[src/rtl/pwm_pkg.sv]
// pwm_pkg: shared FSM state encoding, register map and CTRL bit positions for pwm_ctrl.
package pwm_pkg;
  typedef enum logic [3:0] {
    IDLE      = 4'd0,
    S_CORE    = 4'd1,
    S_CNT     = 4'd2,
    S_OUT     = 4'd3,
    RUN       = 4'd4,
    STOP_WAIT = 4'd5,
    D_OUT     = 4'd6,
    D_CNT     = 4'd7,
    D_CORE    = 4'd8
  } state_t;
  localparam logic [1:0] A_CTRL   = 2'd0;
  localparam logic [1:0] A_PERIOD = 2'd1;
  localparam logic [1:0] A_DUTY   = 2'd2;
  localparam logic [1:0] A_STATUS = 2'd3;
  localparam int C_START = 0;
  localparam int C_STOP  = 1;
  localparam int C_SEL   = 2;
  localparam int C_OUT   = 3;
endpackage

[src/rtl/pwm_period_tracker.sv]
// pwm_period_tracker: mirrors the pwm_core counter (0..period-1) and flags the wrap cycle.
module pwm_period_tracker #(
  parameter int W = 16
) (
  input  logic         i_clk,
  input  logic         i_rst_n,
  input  logic         i_en,
  input  logic         i_clr,
  input  logic [W-1:0] i_period,
  output logic         o_tick
);
  localparam logic [W-1:0] ONE = W'(1);
  logic [W-1:0] r_cnt;
  // >= rather than == keeps the counter from running away if the period ever shrinks under it
  assign o_tick = i_en && (r_cnt >= i_period - ONE);
  always_ff @(posedge i_clk or negedge i_rst_n)
    if (!i_rst_n) r_cnt <= '0;
    else if (i_clr) r_cnt <= '0;
    else if (i_en) r_cnt <= o_tick ? '0 : r_cnt + ONE;
endmodule

[src/rtl/pwm_ctrl.sv]
// pwm_ctrl: bus-mapped shadow PERIOD/DUTY with boundary commits and pwm_core enable sequencing.
// Optional soft-start duty ramp is enabled by defining PWM_CTRL_RAMP_EN.
module pwm_ctrl
  import pwm_pkg::*;
#(
  parameter int W         = 16,
  parameter int RAMP_STEP = 1
) (
  input  logic         i_clk,
  input  logic         i_rst_n,
  input  logic         i_wr_en,
  input  logic         i_rd_en,
  input  logic [1:0]   i_addr,
  input  logic [W-1:0] i_wdata,
  output logic [W-1:0] o_rdata,
  output logic [W-1:0] o_period_reg,
  output logic [W-1:0] o_duty_reg,
  output logic         o_duty_sel,
  output logic         o_pwm_core_EN,
  output logic         o_main_counter_EN,
  output logic         o_pwm_EN,
  output logic         o_period_tick,
  output logic         o_busy,
  output logic         o_err
);
`ifdef PWM_CTRL_RAMP_EN
  localparam bit RAMP = 1'b1;
`else
  localparam bit RAMP = 1'b0;
`endif
  state_t       r_state, w_nxt;
  logic [W-1:0] r_sh_period, r_sh_duty, r_period, r_target, r_ramp, r_rdata;
  logic         r_sh_sel, r_out_en, r_duty_sel, r_pending, r_err, r_ramping;
  logic         w_wr_ctrl, w_wr_per, w_wr_duty, w_wr_stat, w_start, w_stop;
  logic         w_per_bad, w_sel_chg, w_commit, w_clamp, w_run_entry;
  logic [W:0]   w_ramp_sum;
  logic [W-1:0] w_ramp_nxt, w_rd;
  assign w_wr_ctrl   = i_wr_en && i_addr == A_CTRL;
  assign w_wr_per    = i_wr_en && i_addr == A_PERIOD;
  assign w_wr_duty   = i_wr_en && i_addr == A_DUTY;
  assign w_wr_stat   = i_wr_en && i_addr == A_STATUS;
  assign w_start     = w_wr_ctrl && i_wdata[C_START];
  assign w_stop      = w_wr_ctrl && i_wdata[C_STOP];
  assign w_per_bad   = w_wr_per && i_wdata == '0;
  assign w_sel_chg   = w_wr_ctrl && i_wdata[C_SEL] != r_sh_sel;
  assign w_commit    = r_pending && (r_state == IDLE || o_period_tick);
  assign w_clamp     = r_sh_duty > r_sh_period;
  assign w_run_entry = r_state == S_OUT && w_nxt == RUN;
  assign w_ramp_sum  = {1'b0, r_ramp} + (W+1)'(RAMP_STEP);
  assign w_ramp_nxt  = w_ramp_sum > {1'b0, r_target} ? r_target : w_ramp_sum[W-1:0];
  assign w_rd = i_addr == A_STATUS ? W'({r_ramping, 1'b0, r_err, r_pending, r_state}) :
                i_addr == A_DUTY   ? r_sh_duty :
                i_addr == A_PERIOD ? r_sh_period : W'({r_out_en, r_sh_sel, 2'b00});
  always_ff @(posedge i_clk or negedge i_rst_n)
    if (!i_rst_n) r_state <= IDLE;
    else r_state <= w_nxt;
  // stop aborts a partial power-up through the mirror-image power-down state
  always_comb begin
    w_nxt = r_state;
    case (r_state)
      IDLE:      w_nxt = w_start && !w_stop ? S_CORE : IDLE;
      S_CORE:    w_nxt = w_stop ? D_CORE : S_CNT;
      S_CNT:     w_nxt = w_stop ? D_CNT : S_OUT;
      S_OUT:     w_nxt = w_stop ? D_OUT : RUN;
      RUN:       w_nxt = w_stop ? STOP_WAIT : RUN;
      STOP_WAIT: w_nxt = o_period_tick ? D_OUT : STOP_WAIT;
      D_OUT:     w_nxt = D_CNT;
      D_CNT:     w_nxt = D_CORE;
      default:   w_nxt = IDLE;
    endcase
  end
  assign o_pwm_core_EN     = r_state inside {S_CORE, S_CNT, S_OUT, RUN, STOP_WAIT, D_OUT, D_CNT};
  assign o_main_counter_EN = r_state inside {S_CNT, S_OUT, RUN, STOP_WAIT, D_OUT};
  assign o_pwm_EN          = r_out_en && r_state inside {S_OUT, RUN, STOP_WAIT};
  assign o_busy            = r_state != IDLE;
  assign o_err             = r_err;
  assign o_period_reg      = r_period;
  assign o_duty_sel        = r_duty_sel;
  assign o_duty_reg        = r_ramping ? r_ramp : r_target;
  assign o_rdata           = r_rdata;
  always_ff @(posedge i_clk or negedge i_rst_n)
    if (!i_rst_n) begin
      r_sh_period <= '0;
      r_sh_duty   <= '0;
      r_sh_sel    <= 1'b0;
      r_out_en    <= 1'b0;
      r_period    <= '0;
      r_target    <= '0;
      r_duty_sel  <= 1'b0;
      r_pending   <= 1'b0;
      r_err       <= 1'b0;
      r_ramp      <= '0;
      r_ramping   <= 1'b0;
      r_rdata     <= '0;
    end else begin
      if (w_wr_per && !w_per_bad) r_sh_period <= i_wdata;
      if (w_wr_duty) r_sh_duty <= i_wdata;
      if (w_wr_ctrl) begin
        r_sh_sel <= i_wdata[C_SEL];
        r_out_en <= i_wdata[C_OUT];
      end
      if (w_commit) begin
        r_period   <= r_sh_period;
        r_target   <= w_clamp ? r_sh_period : r_sh_duty;
        r_duty_sel <= r_sh_sel;
      end
      // a write in the commit cycle re-arms pending so it lands at the next boundary
      r_pending <= (r_pending && !w_commit) || (w_wr_per && !w_per_bad) || w_wr_duty || w_sel_chg;
      r_err     <= (r_err && !w_wr_stat) || w_per_bad || (w_commit && w_clamp);
      if (w_run_entry) begin
        r_ramp    <= '0;
        r_ramping <= RAMP;
      end else if (r_state == IDLE) r_ramping <= 1'b0;
      else if (r_ramping && o_period_tick) begin
        r_ramp    <= w_ramp_nxt;
        r_ramping <= w_ramp_nxt != r_target;
      end
      if (i_rd_en) r_rdata <= w_rd;
    end
  pwm_period_tracker #(.W(W)) u_trk (
    .i_clk   (i_clk),
    .i_rst_n (i_rst_n),
    .i_en    (o_main_counter_EN),
    .i_clr   (r_state == D_CNT),
    .i_period(r_period),
    .o_tick  (o_period_tick)
  );
endmodule
[config.mk]
export PLATFORM = sky130hd
export DESIGN_NAME = pwm_ctrl
export DESIGN_NICKNAME = d
export VERILOG_FILES = /design/src/rtl/pwm_pkg.sv /design/src/rtl/pwm_period_tracker.sv /design/src/rtl/pwm_ctrl.sv
export SDC_FILE = /design/constraint.sdc
export NUM_CORES = 1
export LEC_CHECK = 0
export ABC_AREA = 0
export CAP_MARGIN = 20
export CORE_ASPECT_RATIO = 1.25
export CORE_MARGIN = 2
export CORE_UTILIZATION = 60
export CTS_BUF_LIST = sky130_fd_sc_hd__clkbuf_8
export CTS_CLUSTER_DIAMETER = 200
export DETAILED_ROUTE_END_ITERATION = 7
export DONT_BUFFER_PORTS = 1
export GPL_TIMING_DRIVEN = 0
export PLACE_DENSITY_LB_ADDON = 0.05
export SYNTH_ARGS = -nofsm -noshare
export SYNTH_HDL_FRONTEND = slang
export SYNTH_SLANG_ARGS = --single-unit
[constraint.sdc]
create_clock -name i_clk -period 4.4 [get_ports i_clk]
set_input_delay 0.66 -clock i_clk [delete_from_list [all_inputs] [get_ports i_clk]]
set_output_delay 0.66 -clock i_clk [all_outputs]
set_load 0.02 [all_outputs]
==> impl_metrics.yaml, run 1 <==
run_status:
  status: "finished clean"
cts:
  tritoncts: "done"
  htreeDepth: 4
  numClockSinks: 122
  cts_buffers: 17
  clockRootBuffer: "clkbuf_8"
  cts_max_path_buffers: 2
  clk_latency_ns: 0.43
  clkTransAtPathRegs_ns: 0.08
yosys:
  synth_top_area_frac: 0.387
  synthMuxAreaShare: 0.132
  ys.flop_type: "dfrtp_1"
  ys_ff_latch: 122
  ys_warn_count: 0
  post_synth_xor_area_fraction: 0.0562
  yosys.area_share.simple: 0.168
  synth_fa_ha_area_frac: 0.0809
  synth_top_cell_by_area: "dfrtp_1"
  synth_compound_area_frac: 0.125
  yosysMostFrequentCell: "dfrtp_1"
  synth_edf_count: 0
  synth_seq_area_share: 0.387
  synth_commonest_cells: "122 x dfrtp_1, 96 x nand2_1, 89 x nor2_1"
  synthesis.area_um2: 7890
  postSynthCellCount: 847
  synth_top_family_by_area: "simple AND/OR/NAND/NOR gates"
  ys_async_sr_fraction: 1.00
  synthTopCellsByArea: "dfrtp_1 39%, ha_1 8.1%, mux2_2 6.0%, nand2_1 4.6%, mux2i_1 4.3%"
  synth_cell_types: 62
  syn_avg_cell_area_um2: 9.31
  syn-num-nets: 920
detailed_routing:
  postRouteWirelength_um: 21200
  post_drt_wl_per_cell_um: 20.2
  drt-vias-per-instance: 6.15
  first_pass_iters: 7
  antenna_left: 0
  num_vias: 6460
  drc: 0
  drt_iter0_drc: 472
timing:
  hold_slack_ns: 0.175
  slew_headroom: 0.438
  max_freq_mhz: 232
  period_needed_ns: 4.31
  tightestPinTransition_ns: 0.839
  fin_crit_sh: 0.979
  hold_violations: 0
  slew_violations: 0
  clock_skew_ns: 0.0134
  setup_viol: 0
job:
  drv_cap: 0
placement:
  gp_congestion: 0.956
  dpl.cell_count: 1015
  portBuffers: 0
  hpwl_um: 16100
layout:
  fillCellCount: 1101
  ff_latch_area_um2: 3060
  drive_gt1_frac: 0.152
  diodes: 0
  fin_cells: 1050
  syn_to_final_growth_pct: 8.77
  fin_nets: 942
  multiInputGateArea_um2: 4490
die:
  die_w_um: 107
  die-area_um2: 14100
  start_util: 0.617
  coreArea_um2: 12800
  rows: 46
  io_pins: 77
  dieHeight_um: 132
setup_path:
  required_ns: 3.74
  r2r_slack_ns: 0.22
  r2r_cells: 17
  r2r-end: "r_target[7]"
  worstReg2RegStart: "o_period_reg[2]"
  arrival_ns: 3.65
  critical_path.max_fanout: 6
  start_kind: "flip-flop"
  cp-end-kind: "output port"
  path_class: "reg2out"
pwr:
  vdd_drop_max_v: 0.000387
  pwr-share-seq: 0.405
  power.share.clock: 0.194
  power_density_nw_per_um2: 559
  swShare: 0.441
  p_switching_uw: 2110
  share_comb_of_total_power: 0.401
  p_leak_uw: 0.00390
  intPower_uw: 2680
min_path:
  hold_class: "in2async"
grt:
  antenna_found_initial: 0
  grt_max_degree: 123
  grt_overflow_total: 0
  grtUsageTotal: 0.313
  grt_pass1_vias: 6495
  grt_first_pass_wirelength_um: 34300
## per-stage QoR
stage / power, µW / TNS [ns] / cell area [µm²] / util / setup WS (ns)
global route: 5160 / -0.717 / 8580 / 0.671 / -0.0862
detailed placement: 3810 / -13.62 / 8100 / 0.634 / -0.424
floorplan: 3300 / 0 / 7890 / - / 0.798
global placement: 3730 / -8.94 / 8100 / 0.634 / -0.361
CTS: 4790 / 0 / 8520 / 0.667 / 0.0300
finish: 4790 / 0 / 8580 / 0.671 / 0.0923
## power groups by stage
stage | registers (µW) | clock network (µW) | logic [µW]
2_1_floorplan | 1800 | 0 | 1500
5_1_grt | 1990 | 1010 | 2160
3_3_place_gp | 1940 | 0 | 1800
3_5_place_dp | 1950 | 0 | 1860
6_report | 1940 | 931 | 1920
4_1_cts | 1940 | 948 | 1900
## worst max path at each step
stage | slack (ns) | start | cells after the start | to
2_1_floorplan | 0.80 | o_period_reg[3] | 16 | o_duty_sel
3_3_place_gp | -0.36 | o_period_reg[2] | 16 | o_period_reg[0]
3_5_place_dp | -0.42 | o_period_reg[2] | 16 | o_period_reg[0]
4_1_cts | 0.03 | o_period_reg[0] | 14 | o_period_tick
5_1_grt | -0.09 | o_period_reg[1] | 14 | o_period_tick
6_report | 0.09 | o_period_reg[2] | 12 | o_period_tick
## kinds of logic (layout without fill, tap and decap cells)
group,count (synthesis),after routing
xor+xnor,49,49
flops,122,122
fa+ha+maj,51,51
buf+inv,91,126
simple gates,288,288
mux,90,90
compound gates,156,156
## layout make-up
cell class                      instances  share of cell area
Timing Repair Buffer                    3             0.00496
Tap cell                              168              0.0245
Sequential cell                       122               0.356
Clock buffer                           18              0.0289
Clock inverter                         14              0.0143
Inverter                               49              0.0220
Multi-Input combinational cell        634               0.523
Buffer                                 42              0.0258
## layout by cell type, fill, tap and decap left out, types with 10 or more instances in the layout
| cell type | Yosys | routed |
|---|---|---|
| buf_2 | 11 | 10 |
| ha_1 | 51 | 51 |
| clkbuf_1 | 24 | 22 |
| clkbuf_8 | 0 | 18 |
| a21oi_1 | 49 | 49 |
| dfrtp_1 | 122 | 120 |
| nand2_1 | 96 | 95 |
| xnor2_1 | 26 | 26 |
| inv_1 | 48 | 47 |
| nor2_1 | 89 | 88 |
| o21ai_0 | 41 | 41 |
| nor3_1 | 12 | 10 |
| a22oi_1 | 15 | 15 |
| mux2_4 | 12 | 12 |
| nand4_1 | 14 | 14 |
| nand3_1 | 30 | 30 |
| xor2_1 | 22 | 21 |
| mux2i_1 | 34 | 34 |
| mux2_2 | 42 | 42 |
| o221ai_1 | 16 | 16 |
## routing by layer
layer  global-route usage  up-vias  wire length [µm]
met3               0.0717       51              1110
li1                     -     3044                 -
met1                0.359     3169              8210
met4                0.124        0               824
met5                    0        -                 0
met2                0.561      196             11000
## timing repair
action	CTS	global route
hold buffers	1	0
setup endpoints to repair	60	43
pin swaps	0	4
buffers inserted	0	2
hold endpoints to repair	122	0
gates resized for setup	7	13
## worst max-delay path, cell delays in order (launching register included)
cell      delay [ns]
dfrtp_1         0.51
nor2_1          0.18
nand3_1         0.20
nor4_4          0.39
nand3b_1        0.17
xor2_1          0.18
ha_1            0.33
nand4_1         0.24
nor4_2          0.39
a32oi_2         0.19
nand2_2         0.14
nand2_2         0.11
clkinv_4        0.18
Power figures use the tool's default switching activity.
==> run 2, diff against run 1 <==
Settings changed: CAP_MARGIN 20 to 10.
Clock period 4.4 ns to 4.8 ns, I/O delays scaled along.
==> impl_metrics.yaml, run 2 (synthesis gave the netlist of run 1 again) <==
run_status:
  status: "finished clean"
grt:
  grt_first_pass_wirelength_um: 34300
  grt_overflow_total: 0
  use_met3: 0.0717
  grt_max_degree: 123
  antenna_found_initial: 0
  use_met2: 0.561
  grtUsageTotal: 0.313
  grt_pass1_vias: 6494
  grt_use_met1: 0.359
  grt.busiest_layer: "met2"
die:
  dieHeight_um: 132
  io_pins: 77
  start_util: 0.617
  die-area_um2: 14100
  rows: 46
  coreArea_um2: 12800
  die_w_um: 107
layout:
  syn_to_final_growth_pct: 7.85
  final_cell_mix: "122 x dfrtp_1, 96 x nand2_1, 89 x nor2_1"
  drive_gt1_frac: 0.136
  finalInstanceArea_um2: 8510
  diodes: 0
  final_common_cell: "dfrtp_1"
  fillCellCount: 1102
  multiInputGateArea_um2: 4440
  ff_latch_area_um2: 3050
  post-route-util: 0.666
  fin_nets: 940
setup_path:
  r2r_cells: 16
  cp-end-kind: "output port"
  required_ns: 4.08
  worstReg2RegStart: "o_period_reg[2]"
  r2r-end: "o_period_reg[0]"
  start_kind: "flip-flop"
  arrival_ns: 3.81
  cpMaxStageDelayCell: "nor4_2"
  critPathMaxStageDelay_ns: 0.54
  r2r_slack_ns: 0.27
  critical_path.cell_chain: "nor2_1, nand3_1, nor4_2, nand3b_1, xor2_1, ha_1, nand4_1, nor4_1, a32oi_1, nand2_1, nand2_2, inv_2"
  critical_path.max_fanout: 6
  path_class: "reg2out"
cts:
  clkTransAtPathRegs_ns: 0.08
  tritoncts: "done"
  numClockSinks: 122
  cts_max_path_buffers: 2
  htreeDepth: 4
  post-cts-setup-buffers: 0
  cts_buffers: 17
  clockRootBuffer: "clkbuf_8"
  clk_latency_ns: 0.43
detailed_routing:
  drt-vias-per-instance: 6.14
  antenna_left: 0
  post_drt_wl_per_cell_um: 20.2
  first_pass_iters: 5
  drc: 0
  postRouteWirelength_um: 21200
  num_vias: 6434
  drt_iter0_drc: 476
pwr:
  vdd_drop_max_v: 0.000351
  power_uw: 4370
  power_density_nw_per_um2: 513
  p_leak_uw: 0.00388
timing:
  hold_violations: 0
  setup_viol: 0
  rsz0062_at_grt: "false"
  slew_headroom: 0.436
  fin_crit_sh: 0.945
  hold_slack_ns: 0.230
  fin_setup_tns_ns: 0
  period_needed_ns: 4.53
  clock_skew_ns: 0.0143
  slew_violations: 0
  tightestPinTransition_ns: 0.842
  max_freq_mhz: 221
placement:
  portBuffers: 0
  gp_congestion: 0.956
  hpwl_um: 16100
  placed_cell_area_um2: 8100
min_path:
  hold_class: "in2async"
job:
  drv_cap: 0
## run 2: how the worst max path moves through the flow
stage,from,end,slack (ns),depth (start not counted)
global placement,o_period_reg[2],o_period_reg[0],0.04,16
global route,o_period_reg[2],o_period_reg[0],0.006,16
CTS,o_period_reg[2],o_period_tick,0.25,12
detailed placement,o_period_reg[2],o_period_reg[0],-0.02,16
finish,o_period_reg[2],o_period_tick,0.27,12
floorplan,o_period_reg[3],o_duty_sel,1.20,16
## run 2: layout make-up
class,instances,area share
clock buffer,18,0.0291
timing repair buffer,1,0.00324
buffer,42,0.0254
sequential,122,0.359
tap,168,0.0247
inverter,49,0.0216
clock inverter,14,0.0144
multi-input combinational,634,0.523
## run 2: critical path, delay by kind of cell, from the launching register on
kind	cells	cell delay (ns)
simple gates	8	1.88
flops	1	0.51
fa+ha+maj	1	0.33
buf+inv	1	0.27
xor+xnor	1	0.19
compound gates	1	0.19
## run 2: routing by layer
layer | up-vias | routed length (µm)
met5 | - | 0
met4 | 0 | 780
met3 | 48 | 1060
met2 | 167 | 11000
met1 | 3174 | 8270
li1 | 3045 | -
## run 2: repair_timing
item,4_1_cts,5_1_grt
setup endpoints to repair,2,5
hold endpoints to repair,122,0
hold buffers,1,0
resized for setup,1,1
## run 2: power by group
group          internal [µW]  switching, µW  leakage, µW
logic                    737           1000      0.00219
registers               1290            481      0.00150
clock network            422            432     0.000177
total                   2450           1910      0.00388
## run 2: per-stage QoR
stage,setup slack [ns],std cells
global route,0.00619,1048
detailed placement,-0.0242,1015
global placement,0.0385,1015
floorplan,1.20,847
CTS,0.251,1048
finish,0.265,1048
